`config.mk`:
```
export PLATFORM = sky130hd
export DESIGN_NAME = mem2axi
export DESIGN_NICKNAME = d
export VERILOG_FILES = /design/src/rtl/mem2axi.sv
export SDC_FILE = /design/constraint.sdc
export NUM_CORES = 1
export LEC_CHECK = 0
export CAP_MARGIN = 20
export CORE_AREA = 2 2 191 193
export CTS_BUF_LIST = sky130_fd_sc_hd__clkbuf_2
export DETAILED_ROUTE_END_ITERATION = 16
export DIE_AREA = 0 0 193 195
export PLACE_DENSITY = 0.57
export SLEW_MARGIN = 25
export SYNTH_ARGS = -nofsm -noshare
export SYNTH_HDL_FRONTEND = slang
export SYNTH_SLANG_ARGS = --single-unit
```
`constraint.sdc`:
```
create_clock -name clk_i -period 1.9 [get_ports clk_i]
set_clock_uncertainty 0.2 [all_clocks]
set_input_delay 0.285 -clock clk_i [delete_from_list [all_inputs] [get_ports clk_i]]
set_output_delay 0.285 -clock clk_i [all_outputs]
set_load 0.01 [all_outputs]
```
`src/rtl/mem2axi.sv`:
```
`default_nettype none
// ============================================================================
// Module   : mem2axi
// Purpose  : Bridges a simple req/gnt memory port onto a single-beat AXI
//            manager interface. Exactly one transaction is in flight at a
//            time. Writes drive AW and W in parallel and wait for B. Reads
//            drive AR and wait for R. A registered one-cycle rvalid_o pulse
//            reports completion of either kind, together with err_o and,
//            for reads, rdata_o.
// Ports    : clk_i, rst_ni            - clock, async active-low reset
//            req_i/gnt_o/we_i/addr_i/  - memory-side request port
//            be_i/wdata_i
//            rvalid_o/rdata_o/err_o    - memory-side completion
//            aw_*, w_*, b_*, ar_*, r_* - AXI channels (ID/LEN/SIZE/BURST/
//                                        WLAST are tied off by the integrator)
// Revision : 1.0 - initial release
// ============================================================================
module mem2axi #(
  parameter int AXI_ADDR_WIDTH = 64,
  parameter int AXI_DATA_WIDTH = 64
) (
  input  logic                        clk_i,
  input  logic                        rst_ni,

  // Memory-side request port
  input  logic                        req_i,
  output logic                        gnt_o,
  input  logic                        we_i,
  input  logic [AXI_ADDR_WIDTH-1:0]   addr_i,
  input  logic [AXI_DATA_WIDTH/8-1:0] be_i,
  input  logic [AXI_DATA_WIDTH-1:0]   wdata_i,

  // Memory-side completion
  output logic                        rvalid_o,
  output logic [AXI_DATA_WIDTH-1:0]   rdata_o,
  output logic                        err_o,

  // AXI write address channel
  output logic                        aw_valid_o,
  input  logic                        aw_ready_i,
  output logic [AXI_ADDR_WIDTH-1:0]   aw_addr_o,

  // AXI write data channel
  output logic                        w_valid_o,
  input  logic                        w_ready_i,
  output logic [AXI_DATA_WIDTH-1:0]   w_data_o,
  output logic [AXI_DATA_WIDTH/8-1:0] w_strb_o,

  // AXI write response channel
  input  logic                        b_valid_i,
  output logic                        b_ready_o,
  input  logic [1:0]                  b_resp_i,

  // AXI read address channel
  output logic                        ar_valid_o,
  input  logic                        ar_ready_i,
  output logic [AXI_ADDR_WIDTH-1:0]   ar_addr_o,

  // AXI read data channel
  input  logic                        r_valid_i,
  output logic                        r_ready_o,
  input  logic [AXI_DATA_WIDTH-1:0]   r_data_i,
  input  logic [1:0]                  r_resp_i
);

  localparam int c_STRB_WIDTH = AXI_DATA_WIDTH / 8;

  typedef enum logic [2:0] {
    S_IDLE   = 3'd0,
    S_WRITE  = 3'd1,
    S_WAIT_B = 3'd2,
    S_READ   = 3'd3,
    S_WAIT_R = 3'd4
  } state_t;

  state_t                      r_state;
  state_t                      w_state_next;

  // Captured request
  logic [AXI_ADDR_WIDTH-1:0]   r_addr;
  logic [c_STRB_WIDTH-1:0]     r_be;
  logic [AXI_DATA_WIDTH-1:0]   r_wdata;

  // Per-transaction handshake tracking for the two write request channels
  logic                        r_aw_done;
  logic                        r_w_done;

  // Completion registers
  logic                        r_rvalid;
  logic                        r_err;
  logic [AXI_DATA_WIDTH-1:0]   r_rdata;

  // Handshake strobes
  logic                        w_grant;
  logic                        w_aw_hs;
  logic                        w_w_hs;
  logic                        w_b_hs;
  logic                        w_ar_hs;
  logic                        w_r_hs;

  // Only bit 1 of the response (SLVERR/DECERR) is significant.
  logic                        w_unused;
  assign w_unused = ^{b_resp_i[0], r_resp_i[0]};

  // --------------------------------------------------------------------------
  // Next-state and channel control
  // --------------------------------------------------------------------------
  always_comb begin
    w_state_next = r_state;
    gnt_o        = 1'b0;
    aw_valid_o   = 1'b0;
    w_valid_o    = 1'b0;
    b_ready_o    = 1'b0;
    ar_valid_o   = 1'b0;
    r_ready_o    = 1'b0;

    case (r_state)
      S_IDLE: begin
        // rst_ni is folded in so gnt_o is low while reset is asserted even
        // though req_i may be high.
        gnt_o = req_i & rst_ni;
        if (req_i) begin
          w_state_next = we_i ? S_WRITE : S_READ;
        end
      end

      S_WRITE: begin
        // Each channel drops its valid once its own handshake is done and
        // stays low for the rest of the transaction.
        aw_valid_o = ~r_aw_done;
        w_valid_o  = ~r_w_done;
        // Leave as soon as both channels have completed, whether they
        // finish together or the last one finishes this cycle.
        if ((r_aw_done | (~r_aw_done & aw_ready_i)) &&
            (r_w_done  | (~r_w_done  & w_ready_i))) begin
          w_state_next = S_WAIT_B;
        end
      end

      S_WAIT_B: begin
        b_ready_o = 1'b1;
        if (b_valid_i) begin
          w_state_next = S_IDLE;
        end
      end

      S_READ: begin
        ar_valid_o = 1'b1;
        if (ar_ready_i) begin
          w_state_next = S_WAIT_R;
        end
      end

      S_WAIT_R: begin
        r_ready_o = 1'b1;
        if (r_valid_i) begin
          w_state_next = S_IDLE;
        end
      end

      default: begin
        w_state_next = S_IDLE;
      end
    endcase
  end

  assign w_grant = gnt_o;
  assign w_aw_hs = aw_valid_o & aw_ready_i;
  assign w_w_hs  = w_valid_o  & w_ready_i;
  assign w_b_hs  = b_ready_o  & b_valid_i;
  assign w_ar_hs = ar_valid_o & ar_ready_i;
  assign w_r_hs  = r_ready_o  & r_valid_i;

  // --------------------------------------------------------------------------
  // State register
  // --------------------------------------------------------------------------
  always_ff @(posedge clk_i or negedge rst_ni) begin
    if (!rst_ni) begin
      r_state <= S_IDLE;
    end else begin
      r_state <= w_state_next;
    end
  end

  // --------------------------------------------------------------------------
  // Request capture and write-channel tracking
  // --------------------------------------------------------------------------
  always_ff @(posedge clk_i or negedge rst_ni) begin
    if (!rst_ni) begin
      r_addr    <= '0;
      r_be      <= '0;
      r_wdata   <= '0;
      r_aw_done <= 1'b0;
      r_w_done  <= 1'b0;
    end else begin
      if (w_grant) begin
        r_addr    <= addr_i;
        r_be      <= be_i;
        r_wdata   <= wdata_i;
        r_aw_done <= 1'b0;
        r_w_done  <= 1'b0;
      end else begin
        if (w_aw_hs) begin
          r_aw_done <= 1'b1;
        end
        if (w_w_hs) begin
          r_w_done <= 1'b1;
        end
      end
    end
  end

  // --------------------------------------------------------------------------
  // Completion: the pulse lands the cycle after B/R, when the FSM is
  // already back in IDLE and may be granting the next request.
  // --------------------------------------------------------------------------
  always_ff @(posedge clk_i or negedge rst_ni) begin
    if (!rst_ni) begin
      r_rvalid <= 1'b0;
      r_err    <= 1'b0;
      r_rdata  <= '0;
    end else begin
      r_rvalid <= w_b_hs | w_r_hs;
      if (w_b_hs) begin
        r_err <= b_resp_i[1];
      end else if (w_r_hs) begin
        r_err <= r_resp_i[1];
      end
      // Write completions leave the last read data in place.
      if (w_r_hs) begin
        r_rdata <= r_data_i;
      end
    end
  end

  // The AR handshake strobe is only needed to document the READ exit; the
  // FSM decodes ar_ready_i directly.
  logic w_unused_ar;
  assign w_unused_ar = w_ar_hs;

  // --------------------------------------------------------------------------
  // Output assignments: payloads come straight from the capture registers,
  // so they are stable for as long as the matching valid is high.
  // --------------------------------------------------------------------------
  assign aw_addr_o = r_addr;
  assign ar_addr_o = r_addr;
  assign w_data_o  = r_wdata;
  assign w_strb_o  = r_be;
  assign rvalid_o  = r_rvalid;
  assign err_o     = r_err;
  assign rdata_o   = r_rdata;

endmodule
`default_nettype wire

```
==> results of run 1 <==
synth_stat cells, types with 2 or more instances:
cell and n:
buf_2 3, nor2b_1 3, mux2_2 90, inv_1 2, and2_1 2, buf_6 3, nor3b_1 2, buf_4 71
a21oi_1 3, a311oi_1 2, dfrtp_1 207, nor2_1 5, buf_12 11, mux2_4 110, nand2_1 3
kinds of logic (layout without fill, tap and decap cells):
group | count (synthesis) | after routing | synth area share (%)
other | 0 | 3 | 0
AOI/OAI and AO/OA | 11 | 11 | 0.904
and+or+nand+nor | 19 | 19 | 1.21
buffers and inverters | 91 | 1016 | 9.18
DFF | 207 | 207 | 58.5
muxes | 201 | 201 | 30.2
registers in the layout (all words and copies together), names as in the netlist:
name / cells
w_strb_o: 8
r_aw_done: 1
rdata_o: 64
w_data_o: 64
ar_addr_o: 64
err_o: 1
r_w_done: 1
rvalid_o: 1
r_state: 3
path summary, 6_finish.rpt:
kind                              from            to  cells after the start
setup / recovery            r_state[1]     r_ready_o                      3
hold / removal             rdata_o[33]   rdata_o[33]                      1
setup reg to reg            r_state[0]   rdata_o[47]                      6
hold reg to reg            rdata_o[33]   rdata_o[33]                      1
max in group asynchronous       rst_ni  w_data_o[28]                      5
min in group asynchronous       rst_ni   rdata_o[23]                      4
metrics by stage:
| stage | cell area (µm²) | total power (µW) | hold slack, ns | setup TNS, ns |
|---|---|---|---|---|
| after global placement | 13800 | 19900 | 0.289 | -64.48 |
| after CTS | 17100 | 25400 | -0.0295 | -86.07 |
| after floorplan | 8860 | 13600 | -0.211 | 0 |
| after global routing | 18400 | 28500 | 0.159 | -96.89 |
| final | 18400 | 27000 | 0.308 | -35.26 |
| after detailed placement | 13800 | 20000 | 0.291 | -63.33 |
area by class of cell:
cell class / count / area, µm² / area share (%)
Clock inverter: 27 / 131 / 0.714
Timing Repair Buffer: 911 / 9100 / 49.4
Sequential cell: 207 / 5180 / 28.2
Multi-Input combinational cell: 231 / 3020 / 16.4
Antenna cell: 3 / 7.51 / 0.0408
Inverter: 2 / 7.51 / 0.0408
Tap cell: 461 / 577 / 3.13
Clock buffer: 76 / 380 / 2.07
power by group:
group	total, µW	internal, µW	switching (µW)
logic	15600	10200	5390
registers	8150	6530	1620
clock network	3230	1230	2000
total	27000	18000	9010
routing by layer:
metal / GRT usage, % / share of wire, %
met1: 17.7 / 37
met2: 31.4 / 53
met3: 5.86 / 8.5
met4: 5.05 / 1.9
met5: 0 / 0
worst reg2reg max path, delay by kind of cell (launching register included):
family | cells | cell delay [ns]
mux | 1 | 0.33
buf+inv | 4 | 0.60
simple gates | 1 | 0.37
flops | 1 | 0.46
repair_timing:
| action | CTS | global route |
|---|---|---|
| cloned | 3 | 16 |
| setup endpoints to repair | 457 | 485 |
| hold buffers | 212 | 1 |
| buffers inserted | 118 | 54 |
| hold endpoints to repair | 414 | 26 |
| pin swaps | 2 | 5 |
| resized for setup | 1316 | 103 |
==> impl_metrics.tcl, run 1 <==
set metrics [dict create \
    critPathTopFamily "flip-flops" \
    ys_top_cells_by_area "dfrtp_1 58%, mux2_4 19%, mux2_2 11%" \
    synth_top_area_share_pct 58.5 \
    netlist_area_mm2 0.00886 \
    slew_headroom_pct 37.9 \
    placeableCoreArea_mm2 0.0354 \
    dp.cells 1413 \
    cts_buffers 56 \
    start_util_pct 25.0 \
    setup_viol 454 \
    rrSetupSlack_ns -0.19 \
    final_cells 1918 \
    vias_per_cell 4.07 \
    clk_latency_ns 0.91 \
    crit_path_start_kind "flop" \
    cpMaxStageDelayCell "dfrtp_2" \
    syn_area_per_cell_um2 16.7 \
    post-dp-hpwl_mm 20.7 \
    slew_violations 0 \
    rsz0062_at_grt "true" \
    synth_nets 742 \
    hold_viol_final 0 \
    cp.arrival_ns 1.93 \
    fin_crit_sh_pct 127 \
    grt_max_degree 129 \
    vias 7806 \
    path_class "flop to primary output" \
    place_ws_ns -0.450 \
    drcViolationCount 0 \
    first_iter_violations 125 \
    failed_checks "setup timing" \
    cts_tree "built" \
    h-tree-depth 2 \
    nFillCells 2925 \
    nets 1622 \
    die_w_um 193 \
    wl_per_cell_um 18.3 \
    numPortBuffers 482 \
    row_count 69 \
    utilization_pct 52.0 \
    grt_overflow_total 0 \
    crit_chain "buf_6 > nor3b_4 > buf_2" \
    final_cell_mix "222 x buf_6, 212 x dlygate4sd3_1, 209 x clkdlybuf4s50_1" \
    drt_wl_total_mm 35.1 \
    end_kind "primary output" \
    ys_types 27 \
    area_growth_pct 108 \
    final_antenna_net_count 0 \
    fmax_mhz 413 \
    layout-drive-gt1-share_pct 53.9 \
    synth_top_cell_by_area "dfrtp_1" \
    clk_pin_slew_worst_paths_ns 0.10 \
    grt_pass1_wl_mm 48.3 \
    tightest_slew_ns 0.931 \
    cts_root_buf "clkbuf_2" \
    synth.yosys.seq_area_share_pct 58.5 \
    ys_warn_count 0 \
    finalCriticalPeriod_ns 2.42 \
    grt_util_all_layers_pct 16.9 \
    die_area_mm2 0.0376 \
    synth-seq-cells 207 \
    critical_path_buf_inv_count 2 \
    path_max_fanout 5 \
    hold_class "flop to flop" \
    syn_inst 529 \
    synthFlopType "dfrtp_1" \
    ys_async_sr_fraction_pct 100 \
    max-vdd-ir-drop_mv 0.944 \
    num_io_pins 485 \
    p_per_area_mw_per_mm2 1470 \
    gp_congestion 0.739 \
    synth_enable_flop_cells 0 \
    cap_viol_max_count 0 \
    firstDrtPassIters 4 \
    required_ns 1.41 \
    first_global_vias 8406 \
    critPathMaxStageDelay_ns 0.47 \
    clk_path_buf_depth 3 \
    status "complete, but fails checks" \
    p_leak_uw 0.00875 \
    antenna_found_initial 3 \
    fin_ws_ns -0.520 \
    cts.sinks 207 \
    final_common_cell "buf_6" \
    die_h_um 195 \
]
No activity file was read; power rests on OpenSTA's default activity.
==> run 2, diff against run 1 <==
--- a/config.mk
+++ b/config.mk
@@ -11,6 +11,7 @@
 export DETAILED_ROUTE_END_ITERATION = 16
 export DIE_AREA = 0 0 193 195
 export PLACE_DENSITY = 0.57
+export SKIP_CTS_REPAIR_TIMING = 1
 export SLEW_MARGIN = 25
 export SYNTH_ARGS = -nofsm -noshare
 export SYNTH_HDL_FRONTEND = slang
==> impl_metrics.tcl, run 2 (synthesis gave the netlist of run 1 again) <==
set metrics [dict create \
    fin_crit_sh_pct 128 \
    grt_max_degree 140 \
    layout-drive-gt1-share_pct 51.3 \
    numPortBuffers 482 \
    placeableCoreArea_mm2 0.0354 \
    die_area_mm2 0.0376 \
    rsz0062_at_grt "true" \
    r2r_end "rdata_o[5]" \
    die_w_um 193 \
    internal_power_uw 15300 \
    required_ns 1.41 \
    nets 1546 \
    setup_viol 401 \
    nFillCells 3199 \
    cap_viol_max_count 0 \
    p_per_area_mw_per_mm2 1420 \
    path_max_fanout 6 \
    finalCriticalPeriod_ns 2.43 \
    wl_per_cell_um 17.3 \
    routed.top_layer "met4" \
    drcViolationCount 0 \
    clk_pin_slew_worst_paths_ns 0.11 \
    clk_path_buf_depth 3 \
    post-dp-hpwl_mm 20.7 \
    vias 7411 \
    final_antenna_net_count 0 \
    grt_overflow_total 0 \
    hold_start "wdata_i[62]" \
    cts_tree "built" \
    cts_root_buf "clkbuf_2" \
    hold_viol_final 0 \
    path_class "flop to primary output" \
    cts.sinks 207 \
    failed_checks "setup timing" \
    hold_slack_ns 0.305 \
    final_cell_mix "265 x clkbuf_2, 212 x dlygate4sd3_1, 209 x clkdlybuf4s50_1" \
    num_io_pins 485 \
    h-tree-depth 2 \
    cts_buffers 56 \
    holdPathEnd "w_data_o[62]" \
    area_growth_pct 88.1 \
    slew_headroom_pct 31.4 \
    p_sw_share_pct 34.9 \
    power.total_uw 23600 \
    fin_ws_ns -0.534 \
    wl_met1_mm 11.8 \
    clk_latency_ns 0.90 \
    fmax_mhz 411 \
    p_clk_share_pct 13.7 \
    vias_per_cell 4.02 \
    p_leak_uw 0.00796 \
    antenna_found_initial 3 \
    die_h_um 195 \
    start_util_pct 25.0 \
    status "complete, but fails checks" \
    worstRegToRegCells 5 \
    min_path_cells 3 \
    p_seq_share_pct 34.4 \
    seq_area_mm2 0.00519 \
    dr_wl_met3_mm 2.93 \
    row_count 69 \
    firstDrtPassIters 4 \
    drt_wl_total_mm 31.9 \
    slew_violations 0 \
    first_iter_violations 101 \
    p_switching_uw 8240 \
    crit_path_start_kind "flop" \
    grt_pass1_wl_mm 40.6 \
    gp_congestion 0.739 \
    dr_wl_met2_mm 16.6 \
    tightest_slew_ns 1.03 \
    final_common_cell "clkbuf_2" \
    end_kind "primary output" \
    multi_input_area_mm2 0.00290 \
    cp.arrival_ns 1.95 \
    r2r_start "r_state[1]" \
    max-vdd-ir-drop_mv 0.908 \
    first_global_vias 6801 \
    grt_util_all_layers_pct 14.4 \
    p_comb_share_pct 51.9 \
    hold_class "input port to flop" \
    rrSetupSlack_ns -0.17 \
]
## run 2: changes by cell type in the layout (fill, tap and decap cells not counted), moves of 3 or more
cell | before | now
mux2_2 | 61 | 90
buf_4 | 111 | 125
buf_8 | 11 | 2
clkbuf_2 | 76 | 265
buf_2 | 110 | 6
buf_16 | 7 | 4
buf_12 | 14 | 9
clkbuf_16 | 14 | 9
mux2_4 | 140 | 110
buf_6 | 222 | 70
## run 2: area by class of cell
class / count / area share, %
inverters: 2 / 0.0451
clock inverters: 27 / 0.789
diodes: 4 / 0.0601
repair buffers: 835 / 44.8
flip-flops and latches: 207 / 31.1
multi-input cells: 231 / 17.4
well taps: 461 / 3.46
clock buffers: 76 / 2.28
## run 2: layer usage
layer | vias up | track usage, %
li1 | 3413 | -
met1 | 3601 | 14.4
met2 | 354 | 25.5
met3 | 43 | 7.15
met4 | 0 | 4.94
met5 | - | 0
## run 2: worst max-delay path: stages (launching register included)
cell and delay [ns]:
dfrtp_2 0.48, buf_6 0.16, nor3b_4 0.24, buf_2 0.17
## run 2: per-stage QoR
| step | area (µm²) | utilization (%) | TNS [ns] | setup WS (ns) | instances |
|---|---|---|---|---|---|
| floorplan | 8860 | - | 0 | 0.0964 | 529 |
| global placement | 13800 | 39.1 | -64.48 | -0.459 | 1413 |
| detailed placement | 13800 | 39.1 | -63.33 | -0.450 | 1413 |
| CTS | 14300 | 40.5 | -182.78 | -1.30 | 1516 |
| global route | 16700 | 47.1 | -92.17 | -0.716 | 1842 |
| finish | 16700 | 47.1 | -30.82 | -0.534 | 1843 |
## run 2: worst max path at each step
stage                from            to  slack (ns)  cells past startpoint
6_report       r_state[1]     r_ready_o       -0.53                      3
5_1_grt        r_state[1]     r_ready_o       -0.72                      3
4_1_cts        r_state[1]     r_ready_o       -1.30                      3
3_5_place_dp        req_i   w_data_o[5]       -0.45                      6
3_3_place_gp        req_i   w_data_o[3]       -0.46                      6
2_1_floorplan  r_state[0]  ar_addr_o[0]         0.1                      7
## run 2: power groups by stage
| stage | Clock (µW) | Sequential, µW | Combinational, µW |
|---|---|---|---|
| global route | 3680 | 8380 | 13000 |
| floorplan | 0 | 8770 | 4860 |
| finish | 3220 | 8130 | 12200 |
| global placement | 0 | 8090 | 11900 |
| CTS | 3410 | 8060 | 12000 |
| detailed placement | 0 | 8090 | 11900 |
==> patch, RTL diff (config.mk and constraints of run 2) <==
The parameter `AXI_DATA_WIDTH` goes from 64 to 128.
--- a/src/rtl/mem2axi.sv
+++ b/src/rtl/mem2axi.sv
@@ -17,7 +17,7 @@
 // ============================================================================
 module mem2axi #(
   parameter int AXI_ADDR_WIDTH = 64,
-  parameter int AXI_DATA_WIDTH = 64
+  parameter int AXI_DATA_WIDTH = 128
 ) (
   input  logic                        clk_i,
   input  logic                        rst_ni,
Ports: changed (6 resized); port bits go from 485 to 757. The function was not compared with the original's and may differ.
==> patch against run 2 <==
  * The flow now stops in 3_2_place_iop
  * Area after synthesis increased by 62%
==> patch: results (changes against run 2) <==
status:
  status: "aborted with a tool error"
  failed_stage: "3_2_place_iop"
  error: "[ERROR PPL-0024] Number of IO pins (757) exceeds maximum number of available positions (696). Increase the die perimeter from 776.00um to 1029.52um."
synthesis:
  ys_seq_area_share_pct: 59.79  # +1.3 points
  synth_seq_cells: 343  # +66%
  synth.distinct_cells: 26  # -3.7%
  syn_inst: 815  # +54%
  synth_area_leaders: "dfrtp_1 60%, mux2_4 20%, mux2_2 12%"
  synth_top_flop_cell: "dfrtp_1"
  ys_top_cells_by_count: "343 x dfrtp_1, 190 x mux2_4, 147 x mux2_2, 66 x buf_4, 21 x buf_12"
  syn_nets: 1164  # +57%
  async_flop_share_pct: 100.0  # unchanged
  synth_warnings: 0  # unchanged
==> patch: changes by cell type after synthesis, moves of 2 or more <==
cell / run 2 / this run
dfrtp_1: 207 / 343
mux2_4: 110 / 190
mux2_2: 90 / 147
buf_12: 11 / 21
buf_6: 3 / 11
buf_4: 71 / 66
a311oi_1: 2 / 0
buf_2: 3 / 5
nand2b_1: 1 / 3
==> patch: cells by family after synthesis <==
family | after synthesis | share of synthesized area (%)
AOI/OAI and AO/OA | 9 | 0.4620
and+or+nand+nor | 21 | 0.8716
muxes | 337 | 31.40
buffers and inverters | 105 | 7.470
DFF | 343 | 59.79
